$ cat src/rtl/posit_dot_seq.sv
// Job sequencer in front of the posit MAC/quire unit: sequences purge, bias, accumulate,
// drain and result request, then holds the rounded result on a valid/ready port.
module posit_dot_seq #(
  parameter int unsigned N     = 8,
  parameter int unsigned CNT_W = 16
) (
  input  logic             CLK,
  input  logic             RESET,
  input  logic             START,
  output logic             START_READY,
  input  logic             USE_BIAS,
  input  logic [N-1:0]     BIAS_VAL,
  input  logic             ABORT,
  input  logic             OP_VALID,
  output logic             OP_READY,
  input  logic [N-1:0]     OP_A,
  input  logic [N-1:0]     OP_B,
  input  logic             OP_LAST,
  output logic [N-1:0]     MAC_IN1,
  output logic [N-1:0]     MAC_IN2,
  output logic [N-1:0]     MAC_BIAS,
  output logic             MAC_EN,
  output logic             MAC_PURGE,
  output logic             MAC_BIAS_EN,
  output logic             MAC_REQ,
  input  logic [N-1:0]     MAC_OUT,
  output logic             RES_VALID,
  input  logic             RES_READY,
  output logic [N-1:0]     RES_DATA,
  output logic [CNT_W-1:0] RES_CNT
);

  typedef enum logic [2:0] {
    S_IDLE,
    S_CLR,
    S_BIAS,
    S_ACC,
    S_DRAIN,
    S_REQ,
    S_DONE
  } state_t;

  localparam logic [CNT_W-1:0] CNT_MAX = '1;

  state_t           state_q, state_d;
  logic             bias_flag_q, bias_flag_d;
  logic [N-1:0]     bias_q, bias_d;
  logic             res_valid_q, res_valid_d;
  logic [N-1:0]     res_data_q, res_data_d;
  logic [CNT_W-1:0] res_cnt_q, res_cnt_d;

  logic start_ready_c;
  logic op_ready_c;
  logic mac_en_c;
  logic mac_purge_c;
  logic mac_bias_en_c;
  logic mac_req_c;

  // State and job registers
  always_ff @(posedge CLK or negedge RESET) begin
    if (!RESET) begin
      state_q     <= S_IDLE;
      bias_flag_q <= 1'b0;
      bias_q      <= '0;
      res_valid_q <= 1'b0;
      res_data_q  <= '0;
      res_cnt_q   <= '0;
    end else begin
      state_q     <= state_d;
      bias_flag_q <= bias_flag_d;
      bias_q      <= bias_d;
      res_valid_q <= res_valid_d;
      res_data_q  <= res_data_d;
      res_cnt_q   <= res_cnt_d;
    end
  end

  // Next state, register updates and MAC control decode
  always_comb begin
    state_d       = state_q;
    bias_flag_d   = bias_flag_q;
    bias_d        = bias_q;
    res_valid_d   = res_valid_q;
    res_data_d    = res_data_q;
    res_cnt_d     = res_cnt_q;
    start_ready_c = 1'b0;
    op_ready_c    = 1'b0;
    mac_en_c      = 1'b0;
    mac_purge_c   = 1'b0;
    mac_bias_en_c = 1'b0;
    mac_req_c     = 1'b0;

    unique case (state_q)
      S_IDLE: begin
        start_ready_c = 1'b1;
        if (START && !ABORT) begin
          bias_flag_d = USE_BIAS;
          bias_d      = BIAS_VAL;
          res_cnt_d   = '0;
          state_d     = S_CLR;
        end
      end
      S_CLR: begin
        mac_purge_c = 1'b1;
        state_d     = bias_flag_q ? S_BIAS : S_ACC;
      end
      S_BIAS: begin
        mac_bias_en_c = 1'b1;
        state_d       = S_ACC;
      end
      S_ACC: begin
        op_ready_c = 1'b1;
        mac_en_c   = OP_VALID;
        if (OP_VALID) begin
          if (res_cnt_q != CNT_MAX) begin
            res_cnt_d = res_cnt_q + CNT_W'(1);
          end
          if (OP_LAST) begin
            state_d = S_DRAIN;
          end
        end
      end
      S_DRAIN: begin
        state_d = S_REQ;
      end
      S_REQ: begin
        mac_req_c   = 1'b1;
        res_data_d  = MAC_OUT;
        res_valid_d = 1'b1;
        state_d     = S_DONE;
      end
      S_DONE: begin
        if (RES_READY) begin
          res_valid_d = 1'b0;
          state_d     = S_IDLE;
        end
      end
      default: begin
        state_d = S_IDLE;
      end
    endcase

    // Cancel overrides everything outside IDLE; the quire is purged unless only a result was pending
    if (ABORT && (state_q != S_IDLE)) begin
      state_d       = S_IDLE;
      res_valid_d   = 1'b0;
      res_data_d    = res_data_q;
      res_cnt_d     = res_cnt_q;
      op_ready_c    = 1'b0;
      mac_en_c      = 1'b0;
      mac_bias_en_c = 1'b0;
      mac_req_c     = 1'b0;
      mac_purge_c   = (state_q != S_DONE);
    end
  end

  assign START_READY = start_ready_c;
  assign OP_READY    = op_ready_c;
  assign MAC_IN1     = OP_A;
  assign MAC_IN2     = OP_B;
  assign MAC_BIAS    = bias_q;
  assign MAC_EN      = mac_en_c;
  assign MAC_PURGE   = mac_purge_c;
  assign MAC_BIAS_EN = mac_bias_en_c;
  assign MAC_REQ     = mac_req_c;
  assign RES_VALID   = res_valid_q;
  assign RES_DATA    = res_data_q;
  assign RES_CNT     = res_cnt_q;

endmodule
$ cat config.mk
export PLATFORM = sky130hd
export DESIGN_NAME = posit_dot_seq
export DESIGN_NICKNAME = d
export VERILOG_FILES = /design/src/rtl/posit_dot_seq.sv
export SDC_FILE = /design/constraint.sdc
export NUM_CORES = 1
export LEC_CHECK = 0
export ABC_AREA = 1
export ABC_CLOCK_PERIOD_IN_PS = 1770
export CAP_MARGIN = 20
export CORE_MARGIN = 2
export CORE_UTILIZATION = 42
export DETAILED_ROUTE_END_ITERATION = 10
export PLACE_DENSITY = 0.81
export SETUP_SLACK_MARGIN = 0.2
export SYNTH_ARGS = -nofsm -noshare
export SYNTH_HDL_FRONTEND = slang
export SYNTH_SLANG_ARGS = --single-unit
$ cat constraint.sdc
create_clock -name CLK -period 1.77 [get_ports CLK]
set_input_delay 0.354 -clock CLK [delete_from_list [all_inputs] [get_ports CLK]]
set_output_delay 0.354 -clock CLK [all_outputs]
set_load 0.05 [all_outputs]
* Word-level counts from Yosys, hierarchy flattened
Cells that the tools add are included. Widths: inputs -> output; s select.
Word-level totals: register bits 37, latch bits 0, RAM bits 0, memory bits (read-only) 0, bits of input ports 40, output and inout port bits 55, logic and storage cells 60, memories kept 0
Cells by class: add/subtract/negate cells 1, multiply operators 0, div/mod/pow operators 0, order comparisons 0, eq/ne operators 15, shifts and indexed selects 0, muxes and demuxes 25, bitwise logic cells 1, reductions and logical operators 12
Operators by type and width (count):
- $mux 16 | 3
- $pmux 16 s2 | 1
- $pmux 3 s7 | 1
- $add 16x1->16 const B | 1
- $ne 16x16->1 const B | 1
- $mux 3 | 5
- $ne 3x3->1 const B | 5
- $mux 1 | 14
- $eq 3x3->1 const B | 3
- $eq 3x2->1 const B | 2
- $ne 2x2->1 const B | 3
- $reduce_and 2->1 | 3
- $reduce_bool 3->1 | 2
- $reduce_and 5->1 | 1
- $reduce_and 4->1 | 1
- $eq 3x1->1 const B | 1
- $logic_not 3->1 | 1
- $logic_and 1x1->1 | 2
- $pmux 1 s2 | 1
- $reduce_bool 2->1 | 1
- $logic_not 1->1 | 1
- $not 1->1 | 1

* Longest topological paths before layout
depth after elaboration 5, gate-level depth with buffers 12, mapped depth without buffers 11

* Worst setup path after synthesis
Ideal clock, no wire load.
path kind flip-flop to output port, start reg state_q[2], end out MAC_BIAS_EN, arrival 2.055 ns, data required time 1.416 ns, path slack -0.639 ns, cell stages (with the launch flop) 2, buffers on the path 0, cells stage by stage dfrtp_1 > nor4_1
On the way: longest elaborated chain between the ends 3, elaborated cells on any way between the ends 5, classes of those cells 1 x eq/ne; 2 x mux; 2 x reduce/logical
Ends and longest elaborated chain:
- start: declaration | RTL line 45 | state_t state_q, state_d;
- start signal: assignment | RTL line 69 | state_q <= state_d;
- $eq 3x2->1 / $reduce_bool 3->1 (equally long branches) | RTL line 93, 144
- $mux 1 / $logic_and 1x1->1 (equally long branches) | RTL line 93, 144
- $mux 1 * | RTL line 144 | if (ABORT && (state_q != S_IDLE)) begin
- end: declaration | RTL line 24 | output logic MAC_BIAS_EN,
Mark *: on every way between the ends. The rest lies on a longest branch, timed or not.

* Final worst setup path
start reg state_q[1], end out MAC_PURGE
On the way: longest elaborated chain between the ends 3, elaborated cells on any way between the ends 6, classes of those cells 2 x eq/ne; 2 x mux; 2 x reduce/logical
Ends and longest elaborated chain:
- $eq 3x1->1 / $reduce_bool 3->1 (equally long branches) | RTL line 93, 144
- $mux 1 / $logic_and 1x1->1 (equally long branches) | RTL line 93, 144
- $mux 1 * | RTL line 144
- end: declaration | RTL line 23 | output logic MAC_PURGE,
Marks and branches as above.

==> qor.yml <==
rsz0062_at_grt: "true"
fmax_ghz: 0.5815
rows: 25
ctsRootBufferMaster: "clkbuf_8"
grt_antenna_before_repair: 0
synth_seq_area_share_pct: 44.00
startpoint_type: "flop"
tightestPinTransition_ns: 0.3016
dp_cells: 395
worstPathArrival_ns: 1.37
wire_per_inst_um: 12.65
pin_count: 95
route.detailed.drc: 0
setup_viol_count_final: 0
stdcell_count: 418
clk_path_buf_depth: 2
leakagePower_uw: 0.001644
grt_overflow: 0
cts_hold_buf: 0
synth_warnings: 0
synth.top_cell.area_share_pct: 44.00
path_clk_slew_ns: 0.08
drt_wl_total_um: 5287
status: "finished with violations"
yosysTopAreaCell: "dfrtp_1"
critical_path_class: "reg2out"
grt_pass1_vias: 1793
drv_cap: 0
cts_tree: "yes"
layout.nets: 391
drt_iter0_markers: 123
syn-num-nets: 313
ys_ff_latch: 37
power_density_nw_per_um2: 1473
utilization_pct: 66.04
hold_ws_ns: -0.001433
layout_commonest_cell: "nand2_1"
die_h_um: 74.79
grt_pass1_wl_um: 8059
maxSlewViolCount: 0
cp_data_required_time_ns: 1.42
vdd.ir_drop.worst_mv: 1.217
fin_crit_ns: 1.720
syn2layout_area_growth_pct: 50.18
hold_path.class: "in2async"
synthCells: 272
violations: "negative hold slack"
path_max_fanout: 3
core-area_um2: 4786
h-tree-depth: 2
grt_max_degree: 38
timing.final.crit_share_pct: 97.16
cp-end-kind: "primary output"
cts_made_buffers: 5
final_cell_mix: "nand2_1, buf_4, dfrtp_1"
clock_latency_ns: 0.30
clock_sinks: 37
synth_area_um2: 2105
drive_gt1_share_pct: 36.47
die_w_um: 74.79
antennaDiodeCount: 0
postRouteAntennaNets: 0
die-area_um2: 5593
clock-skew-final_ns: 0.01147
synth_cell_types: 22
hpwl_um: 3571
port-buffer-count: 62
gp_congestion: 0.8130
vias_per_cell: 4.758
drtPass1Iterations: 4
vias: 1989
initial_utilization_pct: 43.97
r2r-start: "state_q[0]"
syn_area_per_cell_um2: 7.737
maxSlewHeadroom_pct: 79.74
ys_top_cells_by_area: "dfrtp_1, nand2_1, buf_4"
cp-startpoint: "state_q[1]"
grt_util_all_layers_pct: 19.03
finalHoldViolations: 4
filler_cell_count: 385
## registers in the layout, summed over array words and instances (netlist names)
signal	flops
RES_CNT	16
RES_VALID	1
MAC_BIAS	8
RES_DATA	8
state_q	3
bias_flag_q	1
## synth_stat cells
master	number
nor2_1	23
nand3_1	9
ha_1	1
nand3b_1	2
inv_1	29
nor2_4	2
buf_6	2
xor2_1	6
o21ai_0	8
a21oi_1	3
dfrtp_1	37
nor3_1	1
inv_2	1
xnor2_1	3
buf_4	16
nand2_1	110
mux2_2	9
nand3_4	1
nand2_4	3
nand2_2	2
nand4_1	3
nor4_1	1
## worst max-delay path: stages, from the launching register on
cell and delay, ns:
dfrtp_1 0.42, buf_6 0.14, nor2_4 0.14, nand2_2 0.08, a21oi_4 0.14, buf_12 0.15
## path summary, 6_finish.rpt
path,endpoint,slack [ns],cells after the start
worst max-delay path,MAC_PURGE,0.05,5
worst min-delay path,RES_CNT[14],-0.001,2
worst max register to register,RES_CNT[0],0.15,11
worst min register to register,RES_DATA[5],0.49,2
max in group asynchronous,RES_CNT[0],1.55,2
min in group CLK,RES_DATA[5],0.49,2
## power breakdown
group	switching (uW)	internal [uW]	total, uW
Combinational	1600	1010	2610
Sequential	172	1090	1260
Clock	326	459	785
Total	2100	2550	4650
## area by class of cell
cell class | instances | area [um2] | share of cell area, %
clock inverters | 2 | 37.54 | 1.188
well taps | 67 | 83.83 | 2.652
clock buffers | 6 | 82.58 | 2.613
multi-input cells | 187 | 1062 | 33.61
flip-flops and latches | 37 | 937.1 | 29.65
repair buffers | 88 | 827.0 | 26.17
repair inverters | 1 | 7.507 | 0.2375
inverters | 30 | 122.6 | 3.880
## layer usage
metal  up-vias  part of all wire, %  track usage, %
met4         0                  2.0           7.738
li1        976                    -               -
met5         -                    0               0
met1       927                   41           22.85
met3        13                  7.9           6.827
met2        73                   49           31.17
## what timing repair did
action / CTS / global route
gates cloned: 0 / 1
endpoints found under the hold margin: 0 / 0
pin swaps: 8 / 13
gates resized for setup: 22 / 21
setup endpoints to repair: 9 / 31
buffers inserted: 6 / 8
## metrics by stage
stage | power [uW] | setup TNS (ns) | setup WS, ns | area [um2]
after floorplan | 2785 | 0 | 0.06061 | 2166
after global placement | 3500 | -0.8987 | -0.08970 | 2803
after detailed placement | 3544 | -2.221 | -0.1214 | 2803
after CTS | 4526 | 0 | 0.07453 | 3010
after global routing | 4870 | 0 | 0.01086 | 3161
final | 4654 | 0 | 0.05034 | 3161
## cell families after synthesis
logic type      Yosys count  share of synthesized area, %
simple gates            157                         32.10
buf+inv                  48                         12.13
flops                    37                         44.00
compound gates           11                         2.616
xor+xnor                  9                         3.746
mux                       9                         4.816
fa+ha+maj                 1                        0.5944
(Power assumes the default switching activity.)
